**src/rtl/booth_radix4_seq_mult.sv**
```systemverilog
`default_nettype none
// ============================================================================
// Module      : booth_radix4_seq_mult
// Description : Sequential radix-4 Booth signed multiplier. One Booth digit
//               is retired per cycle, so a WIDTH x WIDTH signed product
//               (2*WIDTH bits) completes in WIDTH/2 accumulation cycles.
//               The running multiplicand is shifted left by two each cycle
//               (two-bit left-shift stage); the product register holds its
//               value until the next completion.
// Ports       : clk     - clock, all state updates on rising edge
//               reset   - asynchronous active-high reset, clears all state
//               start   - operation request, sampled only in IDLE
//               a       - signed multiplicand (WIDTH bits)
//               b       - signed multiplier (WIDTH bits)
//               busy    - high while accumulating (RUN)
//               done    - one-cycle pulse when product is updated
//               product - signed product (2*WIDTH bits), held
// Revision    : 1.0 - initial release
// ============================================================================
module booth_radix4_seq_mult #(
    parameter int WIDTH = 16
) (
    input  logic                 clk,
    input  logic                 reset,
    input  logic                 start,
    input  logic [WIDTH-1:0]     a,
    input  logic [WIDTH-1:0]     b,
    output logic                 busy,
    output logic                 done,
    output logic [2*WIDTH-1:0]   product
);

    localparam int c_PW    = 2 * WIDTH;
    localparam int c_QW    = WIDTH + 2;
    localparam int c_CNT_W = $clog2(WIDTH / 2);

    localparam logic [c_CNT_W-1:0] c_CNT_LAST = c_CNT_W'(WIDTH / 2 - 1);
    localparam logic [c_CNT_W-1:0] c_CNT_ONE  = c_CNT_W'(1);
    localparam logic [c_PW-1:0]    c_PW_ONE   = c_PW'(1);

    typedef enum logic [1:0] {
        S_IDLE = 2'd0,
        S_RUN  = 2'd1,
        S_DONE = 2'd2
    } state_t;

    state_t              r_state;
    state_t              w_state_nxt;
    logic [c_PW-1:0]     r_m;
    logic [c_QW-1:0]     r_q;
    logic [c_PW-1:0]     r_acc;
    logic [c_CNT_W-1:0]  r_cnt;
    logic [c_PW-1:0]     r_product;
    logic                r_busy;
    logic                r_done;

    logic [c_PW-1:0]     w_m2;
    logic [c_PW-1:0]     w_pp;
    logic [c_PW-1:0]     w_acc_sum;
    logic                w_last;

    // ------------------------------------------------------------------
    // Booth digit decode and partial product selection
    // ------------------------------------------------------------------
    assign w_m2   = r_m << 1;
    assign w_last = (r_cnt == c_CNT_LAST);

    always_comb begin
        w_pp = '0;
        unique case (r_q[2:0])
            3'b000, 3'b111: w_pp = '0;
            3'b001, 3'b010: w_pp = r_m;
            3'b011:         w_pp = w_m2;
            3'b100:         w_pp = ~w_m2 + c_PW_ONE;
            3'b101, 3'b110: w_pp = ~r_m + c_PW_ONE;
            default:        w_pp = '0;
        endcase
    end

    // Modulo 2^(2*WIDTH) accumulation; carry out is intentionally dropped.
    assign w_acc_sum = r_acc + w_pp;

    // ------------------------------------------------------------------
    // Next-state logic
    // ------------------------------------------------------------------
    always_comb begin
        w_state_nxt = r_state;
        unique case (r_state)
            S_IDLE:  if (start)  w_state_nxt = S_RUN;
            S_RUN:   if (w_last) w_state_nxt = S_DONE;
            S_DONE:  w_state_nxt = S_IDLE;
            default: w_state_nxt = S_IDLE;
        endcase
    end

    // ------------------------------------------------------------------
    // State, datapath and registered outputs
    // ------------------------------------------------------------------
    always_ff @(posedge clk or posedge reset) begin
        if (reset) begin
            r_state   <= S_IDLE;
            r_m       <= '0;
            r_q       <= '0;
            r_acc     <= '0;
            r_cnt     <= '0;
            r_product <= '0;
            r_busy    <= 1'b0;
            r_done    <= 1'b0;
        end else begin
            r_state <= w_state_nxt;
            // Flags are derived from the next state so they line up with
            // the state they describe while staying register outputs.
            r_busy  <= (w_state_nxt == S_RUN);
            r_done  <= (w_state_nxt == S_DONE);

            unique case (r_state)
                S_IDLE: begin
                    if (start) begin
                        r_m   <= {{WIDTH{a[WIDTH-1]}}, a};
                        r_q   <= {b[WIDTH-1], b, 1'b0};
                        r_acc <= '0;
                        r_cnt <= '0;
                    end
                end
                S_RUN: begin
                    r_acc <= w_acc_sum;
                    r_m   <= r_m << 2;
                    r_q   <= {r_q[c_QW-1], r_q[c_QW-1], r_q[c_QW-1:2]};
                    r_cnt <= r_cnt + c_CNT_ONE;
                    // Capture includes the last digit's contribution.
                    if (w_last) begin
                        r_product <= w_acc_sum;
                    end
                end
                default: ;
            endcase
        end
    end

    assign busy    = r_busy;
    assign done    = r_done;
    assign product = r_product;

endmodule
`default_nettype wire

```
**config.mk**
```make
export PLATFORM = sky130hd
export DESIGN_NAME = booth_radix4_seq_mult
export DESIGN_NICKNAME = d
export VERILOG_FILES = /design/src/rtl/booth_radix4_seq_mult.sv
export SDC_FILE = /design/constraint.sdc
export NUM_CORES = 1
export LEC_CHECK = 0
export ABC_AREA = 1
export CAP_MARGIN = 20
export CORE_MARGIN = 10
export CORE_UTILIZATION = 35
export DETAILED_ROUTE_END_ITERATION = 10
export GPL_ROUTABILITY_DRIVEN = 0
export MAX_ROUTING_LAYER = met4
export PLACE_DENSITY_LB_ADDON = 0.15
export SLEW_MARGIN = 10
export SYNTH_ARGS = -nofsm -noshare
export SYNTH_HDL_FRONTEND = slang
export SYNTH_SLANG_ARGS = --single-unit
```
**constraint.sdc**
```tcl
create_clock -name clk -period 6.5 [get_ports clk]
set_input_delay 1.95 -clock clk [delete_from_list [all_inputs] [get_ports clk]]
set_output_delay 1.95 -clock clk [all_outputs]
set_load 0.005 [all_outputs]
```
## Yosys cells after proc, flatten, opt, wreduce, memory -nomap -nowiden

Index checks and enable logic that the tools add are counted.

- Register bits after elaboration: 121
- Output and inout bits: 34

- $add $sub $neg: 4
- Equal/unequal tests: 12
- Multiplexer cells: 12
- Bitwise operators: 3
- Reductions and logical operators: 9

Operator list:

| cell | count |
|---|---|
| case mux 32 bit (5 select lines) | 1 |
| case mux 32 bit (2 select lines) | 2 |
| adder 32 x 1 -> 32 bit (second input constant) | 2 |
| 2-to-1 mux 32 bit | 2 |
| NOT 32 bit | 2 |
| case mux 18 bit (2 select lines) | 1 |
| adder 32 bit | 1 |
| 2-to-1 mux 18 bit | 1 |
| == test 3 bit (second input constant) | 5 |
| == test 3 x 2 -> 1 bit (second input constant) | 2 |
| case mux 3 bit (2 select lines) | 1 |
| OR reduction 2 bit | 3 |
| == test 2 x 1 -> 1 bit (second input constant) | 2 |
| 2-to-1 mux 2 bit | 2 |
| case mux 2 bit (2 select lines) | 1 |
| AND reduction 2 bit | 2 |
| adder 3 x 1 -> 3 bit (second input constant) | 1 |
| == test 3 x 1 -> 1 bit (second input constant) | 1 |
| logical NOT 3 bit | 1 |
| 2-to-1 mux 3 bit | 1 |
| AND reduction 3 bit | 1 |
| == test 2 bit (second input constant) | 1 |
| logical NOT 2 bit | 1 |
| inequality test 2 bit (second input constant) | 1 |
| other kinds (2) | 2 |

## Depth between registers and ports, before layout

Gate-level depths: netlist (run 1).

- Depth in word-level cells: 5
- Gate-level depth with buffers: 26
- Depth with buffers taken out: 26

## Least setup slack after synthesis (run 1)

No wires, ideal clock.

- Path type: reg-to-reg
- Start: register r_m[0]
- End: register r_acc[31]
- Library setup time: 0.118 ns
- Data arrival time: 2.961 ns
- Data required time: 6.382 ns
- Path slack: 3.421 ns
- Stages on the path, launching flop included: 20
- Path buffers: 0
- Clock period less this slack: 3.079 ns
- Cells stage by stage: dfrtp_1 > inv_2 > ha_1 > nand3_2 > nor2_1 > inv_2 > nor2_1 > xor2_1 > inv_1 > a221o_1 > ha_1 > nand2_1 > nor2_1 > inv_1 > nor4_1 > nand2_1 > nand3_1 > nand3_1 > nand3_1 > nand2_1

- Longest elaborated chain between the ends: 5
- Elaborated cells on any way between the ends: 7

RTL lines:

| element | line | source |
|---|---|---|
| start, declared | 49 | `logic [c_PW-1:0] r_m;` |
| start signal, assigned | 119 | `r_m <= {{WIDTH{a[WIDTH-1]}}, a};` |
| start signal, assigned | 127 | `r_m <= r_m << 2;` |
| NOT 32 bit (on tied branches) | 75, 74 |  |
| adder 32 x 1 -> 32 bit (on tied branches) | 75, 74 |  |
| case mux 32 bit (5 select lines) (*) | 70 | `unique case (r_q[2:0])` |
| adder 32 bit (*) | 81 | `assign w_acc_sum = r_acc + w_pp;` |
| case mux 32 bit (2 select lines) (*) | 116 | `unique case (r_state)` |
| end signal, assigned | 126 | `r_acc <= w_acc_sum;` |
| end, declared | 51 | `logic [c_PW-1:0] r_acc;` |

Every way passes the cells marked *; elsewhere a longest branch is shown, timed or not.
A chain may end at the register's enable or synchronous reset.

## Worst setup path after layout (run 1)

- Start: register r_q[2]
- End: register r_acc[31]

- Longest elaborated chain between the ends: 5
- Elaborated cells on any way between the ends: 14

RTL lines:

| element | line | source |
|---|---|---|
| start, declared | 50 | `logic [c_QW-1:0] r_q;` |
| start signal, assigned | 120 | `r_q <= {b[WIDTH-1], b, 1'b0};` |
| start signal, assigned | 128 | `r_q <= {r_q[c_QW-1], r_q[c_QW-1], r_q[c_QW-1:2]};` |
| == test 3 bit (tied with other cells) | 70 |  |
| OR reduction 2 bit | 70 |  |
| case mux 32 bit (5 select lines) (*) | 70 |  |
| adder 32 bit (*) | 81 |  |
| case mux 32 bit (2 select lines) (*) | 116 |  |

Marked as above.

==> results of run 1 <==
sequential cells by signal (all words and copies together) (netlist names):
register / count
product: 32
r_m: 32
r_acc: 32
done: 1
busy: 1
r_q: 18
r_state: 2
r_cnt: 3
metrics by stage:
stage	std cells	hold WS, ns	cell area [um2]	setup WS [ns]	util (%)
global placement	1445	0.462	9060	2.70	39.9
floorplan	1123	0.448	8100	1.34	-
finish	1477	0.479	9680	2.50	42.6
CTS	1477	0.481	9680	2.64	42.6
global route	1477	0.504	9680	2.22	42.6
detailed placement	1445	0.465	9060	2.68	39.9
per-layer routing:
layer / part of all wire [%] / up-vias / track usage (%)
li1: - / 3886 / -
met1: 50 / 3632 / 24.1
met2: 44 / 162 / 25.3
met3: 4.2 / 25 / 2.69
met4: 1.6 / 0 / 4.69
met5: 0 / - / -
cells by family (layout without fill, tap and decap cells):
kind of cell | count (synthesis) | count (layout) | synth area share [%]
AND/OR/NAND/NOR | 531 | 531 | 28.1
AO/OA/AOI/OAI | 256 | 256 | 18.8
buffers and inverters | 152 | 221 | 7.11
flip-flops | 121 | 121 | 37.4
adder cells (fa/ha/maj) | 35 | 35 | 5.50
XOR/XNOR | 28 | 28 | 3.03
cell usage in the layout (no fill, tap or decap), types with 10 or more instances in the layout:
master,Yosys,layout
nand2_1,299,298
dfrtp_1,121,121
nor2_1,112,110
inv_1,102,101
a21oi_1,77,77
o21ai_0,72,72
clkdlybuf4s50_1,0,68
nand3_1,62,62
ha_1,34,34
o22ai_1,28,28
xor2_1,24,24
clkbuf_16,0,17
o221ai_1,16,16
o21ai_1,16,16
nand4_1,14,14
nor2_2,10,11
buf_4,0,10
cell usage after synthesis, types with 4 or more instances:
master,number
o221ai_1,16
or2_2,5
o211ai_1,5
nand3b_1,4
dfrtp_1,121
o22ai_1,28
nor2_1,112
xor2_1,24
o21ai_0,72
a21o_1,6
inv_2,9
ha_1,34
o21ai_1,16
a221o_1,4
buf_2,4
inv_1,102
a21oi_1,77
nand3_1,62
nand4_1,14
clkbuf_1,34
o21bai_1,4
nor3_1,9
nor2_2,10
nand2_1,299
o2111ai_1,8
nand3_2,4
xnor2_1,4
area by class of cell:
type | instances | area, um2
clock inverters | 13 | 169
well taps | 285 | 357
flip-flops and latches | 121 | 3030
fillers | 2356 | 13000
inverters | 111 | 419
clock buffers | 19 | 443
multi-input cells | 850 | 4500
repair buffers | 78 | 756
worst reg2reg max path, cell delays in order (launching register included):
cell     delay [ns]
dfrtp_1        0.38
inv_1          0.15
nand3_1        0.79
o21ai_0        0.74
ha_1           0.27
nand2_1        0.13
nor2_1         0.34
nand2_1        0.12
o21ai_1        0.40
nand2_1        0.10
nand3_1        0.19
nand3_1        0.13
nand3_1        0.10
nand2_1        0.06
final timing paths:
path	startpoint	endpoint	slack, ns	depth (start not counted)
setup / recovery	r_q[2]$_DFFE_PP0P_	r_acc[31]$_DFFE_PP0P_	2.50	13
hold / removal	product[18]$_DFFE_PP0P_	product[18]$_DFFE_PP0P_	0.48	2
setup reg to reg	r_q[2]$_DFFE_PP0P_	r_acc[31]$_DFFE_PP0P_	2.50	13
hold reg to reg	product[18]$_DFFE_PP0P_	product[18]$_DFFE_PP0P_	0.48	2
max in group asynchronous	reset	r_m[6]$_DFFE_PP0P_	3.52	3
min in group asynchronous	reset	product[7]$_DFFE_PP0P_	2.03	2
==> run metrics, run 1 <==
status=finished, final reports clean; crit-path cells=inv_1 -> nand3_1 -> o21ai_0 -> ha_1 -> nand2_1 -> nor2_1 -> nand2_1 -> o21ai_1 -> nand2_1 -> nand3_1 -> nand3_1 -> nand3_1 -> nand2_1; Bufs and invs on worst path=1; PortBufs=between 60 and 70; max_slew headroom=25.3%; die width=172 um; initial core utilization=around 36%; Final Cycle Share=61.6%; fmax=roughly 250 MHz; total CTS buffers=17; CP delay by family, top=simple AND/OR/NAND/NOR gates; Critical Setup Path Class=register to register; DR vias=a little under 8,000; post-cts sizing count=0; Synth Net Count=1,193; area grow syn2layout=19.5%; crit-path max cell delay=0.79 ns; die area=29,600 um2; Post-DRT Antenna Nets=0; placed wire-length estimate=17.8 mm; post-synthesis sequential area ratio=37.4%; Async S/R FF share, synth=between 90% and 100%; fin nets=1,249; Data arrival, critical path=4.32 ns; Startpoint Class=register; Setup Viol. Count Final=0; Die Y-Extent=172 um; clock sink count=121; # diodes=0; RSZ-0062 raised after global routing=no; Max Cap Viol=0; #FFs+latches synth=121; DRT Pass-1 Iters=5; Clock Latency Late Sink=about 0.43 ns; share of cells above drive strength 1=7.21%; CTS tree=built; Clock Path Buffers=2; Post-Route Setup TNS=0 ns; # Post-CTS Setup Buffers=0; post-synthesis cell count=1,123; fin. max-slew vios=0; Critical Path RT=just under 7 ns; worst-path fanout max=30; first-pass GRT wire length=39.4 mm; largest net degree at the start of global routing=63; Total Routing Usage GR=17.2%; antenna violations before repair=0; root buf cell=clkbuf_16; unique cell type count in the Yosys netlist=49; HP Class=register to register; crit path time final=around 4.0 ns; synth warn=0; CTS Hold Bufs=0; H-tree levels=4; Overflow after GRT=0; Synth top area share=between 30 and 40%; post-DR wirelength/cell=16.3 um; Worst Skew=between 0.009 and 0.01 ns; row count=55; Vias/cell=5.22; clock transition at the registers of the reported paths=0.06 ns; IO Pins=69; Crit. End Element=register; Post-synth top flop=dfrtp_1; Worst path slowest cell=nand3_1; final WL=24.1 mm; Synth area leader=dfrtp_1; worst slew pin tran=~1.1 ns; DRC Markers=0; Final Hold Fails=0; vias in the first global route=7,274; Area contributors post-synth=dfrtp_1 (37%), nand2_1 (14%), ha_1 (5.3%); core area=about 23,000 um2; synthesized area=8100 um2; DR iter-0 viols=473; Post-synth EDFFs=0; Mean Syn Cell Area=7.21 um2
Power of run 1 is not shown: default switching activity piles up to over one toggle a cycle in this logic, so the estimate is an artifact.
==> run 2, diff against run 1 <==
- clock period: 6.5 -> 3.4 ns (I/O delays scaled with it)
==> run 2 against run 1 <==
Worst hold slack lost 0.0022 ns. First-iteration DRC count up 23%. Utilization increased by 5.2 points. Critical path depth rose by 4. Non-clock buffer count is 80 higher. Via count is 5.0% higher. Clock skew increased by 0.0035 ns. Sequential share of layout area shrank 3.4 points. Critical path type unchanged. Highest routed layer unchanged.
==> run metrics, run 2 (synthesized netlist as in run 1, its figures left out) <==
crit-path cells=inv_2 -> ha_4 -> nand3_4 -> nor2_4 -> buf_4 -> xor2_2 -> inv_1 -> a221oi_2 -> o21ai_1 -> ha_1 -> nand2_2 -> nor2_2 -> nand2_1 -> o21ai_4 -> buf_4 -> xor2_1 -> o21ai_0 (was inv_1 -> nand3_1 -> o21ai_0 -> ha_1 -> nand2_1 -> nor2_1 -> nand2_1 -> o21ai_1 -> nand2_1 -> nand3_1 -> nand3_1 -> nand3_1 -> nand2_1); # diodes=0 (unchanged); largest net degree at the start of global routing=74 (was 63); first-pass GRT wire length=41.2 mm (was 39.4 mm); Multi-input gate area=5040 um2 (was 4500 um2); DR vias=8,091 (was 7,705); Overflow after GRT=0 (unchanged); die width=172 um (unchanged); most frequent cells in the layout=nand2_1 (286), dfrtp_1 (119), inv_1 (101), nor2_1 (94), buf_4 (83) (was nand2_1 (298), dfrtp_1 (121), nor2_1 (110), inv_1 (101), a21oi_1 (77)); die area=29,600 um2 (unchanged); Crit. End Element=register (unchanged); row count=55 (unchanged); area grow syn2layout=34.2% (was 19.5%); worst slew pin tran=0.733 ns (was 1.12 ns); worst-path fanout max=4 (was 30); DRC Markers=0 (unchanged); clock sink count=121 (unchanged); Die Y-Extent=172 um (unchanged); Post-DRT Antenna Nets=0 (unchanged); H-tree levels=4 (unchanged); fin nets=1,329 (was 1,249); root buf cell=clkbuf_16 (unchanged); crit path time final=3.27 ns (was 4.00 ns); status=finished, final reports clean (unchanged); Reg area=3030 um2 (about the same); Final Hold Fails=0 (unchanged); Worst path slowest cell=ha_1 (was nand3_1); CP dominant cell by count=buf_4; core area=22,700 um2 (unchanged); Bufs and invs on worst path=4 (was 1); final WL=26.0 mm (was 24.1 mm); CP delay by family, top=compound AO/OA/AOI/OAI gates (was simple AND/OR/NAND/NOR gates); fmax=306 MHz (was 250 MHz); Clock Path Buffers=2 (unchanged); Startpoint Class=register (unchanged); CTS tree=built (unchanged); DRT Pass-1 Iters=7 (was 5); Max Cap Viol=0 (unchanged); Finished Layout Cells=1,556 (was 1,477); Critical Setup Path Class=register to register (unchanged); fin. max-slew vios=0 (unchanged); post-DR wirelength/cell=16.7 um (was 16.3 um); HP Class=register to register (unchanged); Worst Skew=0.0129 ns (was 0.00937 ns); placed wire-length estimate=19.0 mm (was 17.8 mm); PortBufs=68 (unchanged); IO Pins=69 (unchanged); total CTS buffers=17 (unchanged); clock transition at the registers of the reported paths=0.06 ns (about the same); crit-path max cell delay=0.41 ns (was 0.79 ns); fillers=2,254 (was 2,356); Setup Viol. Count Final=0 (unchanged); Clock Latency Late Sink=0.44 ns (was 0.43 ns); Critical Path RT=3.69 ns (was 6.82 ns); RSZ-0062 raised after global routing=yes (was no); vias in the first global route=7,699 (was 7,274); max_slew headroom=51.0% (was 25.3%); share of cells above drive strength 1=20.5% (was 7.21%); Vias/cell=5.20 (was 5.22); placed cell count=1,506 (was 1,445); initial core utilization=35.6% (unchanged); antenna violations before repair=0 (unchanged); Total Routing Usage GR=18.0% (was 17.2%); Data arrival, critical path=3.56 ns (was 4.32 ns); commonest non-fill, non-tap cell in the layout=nand2_1 (unchanged); Final Cycle Share=96.1% (was 61.6%); DR iter-0 viols=583 (was 473)
run 2: changes by cell type in the layout (fill, tap and decap cells not counted), moves of 12 or more:
cell and change:
nand2_1 -12, a21oi_1 -16, ha_1 -12, o21ai_0 -19
a21oi_2 +13, nand2_2 +12, buf_4 +73, nor2_1 -16
run 2: cell type report:
cell class / count / area share, %
clock buffer: 19 / 4.17
inverter: 111 / 3.87
timing repair buffer: 158 / 13.1
multi-input combinational: 850 / 46.4
clock inverter: 12 / 1.30
sequential: 121 / 27.9
tap: 285 / 3.28
run 2: final timing paths:
| path | startpoint | end | slack, ns | cells past startpoint |
|---|---|---|---|---|
| setup / recovery | r_m[0]$_DFFE_PP0P_ | r_acc[15]$_DFFE_PP0P_ | 0.13 | 17 |
| setup reg to reg | r_m[0]$_DFFE_PP0P_ | r_acc[15]$_DFFE_PP0P_ | 0.13 | 17 |
| min in group asynchronous | reset | done$_DFF_PP0_ | 1.02 | 3 |
| hold / removal | product[18]$_DFFE_PP0P_ | product[18]$_DFFE_PP0P_ | 0.48 | 2 |
| max in group asynchronous | reset | r_m[10]$_DFFE_PP0P_ | 1.95 | 3 |
| hold reg to reg | product[18]$_DFFE_PP0P_ | product[18]$_DFFE_PP0P_ | 0.48 | 2 |
run 2: repair_timing:
item	in CTS	in global routing
pin swaps	2	46
hold buffers	0	0
setup endpoints to repair	17	48
buffers inserted	2	17
resized for setup	7	130
run 2: per-stage QoR:
stage / setup slack, ns / setup TNS (ns) / area, um2 / hold WS [ns] / util (%)
final: 0.131 / 0 / 10900 / 0.477 / 47.8
after global routing: -0.0569 / -0.375 / 10900 / 0.510 / 47.8
after CTS: 0.00560 / 0 / 10200 / 0.481 / 44.9
after detailed placement: -0.172 / -0.600 / 9590 / 0.465 / 42.2
after global placement: -0.164 / -0.448 / 9590 / 0.462 / 42.2
after floorplan: 0.321 / 0 / 8100 / 0.448 / -
run 2: worst register-to-register path, cell delays in order, from the launching register on:
cell and delay, ns:
dfrtp_1 0.38, inv_2 0.09, ha_4 0.17, nand3_4 0.10, nor2_4 0.15, buf_4 0.13, xor2_2 0.13, inv_1 0.09
a221oi_2 0.26, o21ai_1 0.14, ha_1 0.41, nand2_2 0.12, nor2_2 0.15, nand2_1 0.11, o21ai_4 0.25, buf_4 0.15
xor2_1 0.19, o21ai_0 0.11
run 2: metal layers:
layer	track usage (%)	vias up	share of wire [%]
met1	24.9	3831	50
met2	26.9	175	44
li1	-	4058	-
met5	-	-	0
met3	2.44	27	3.9
met4	5.43	0	1.7
Power of run 2 is left out for the same reason.
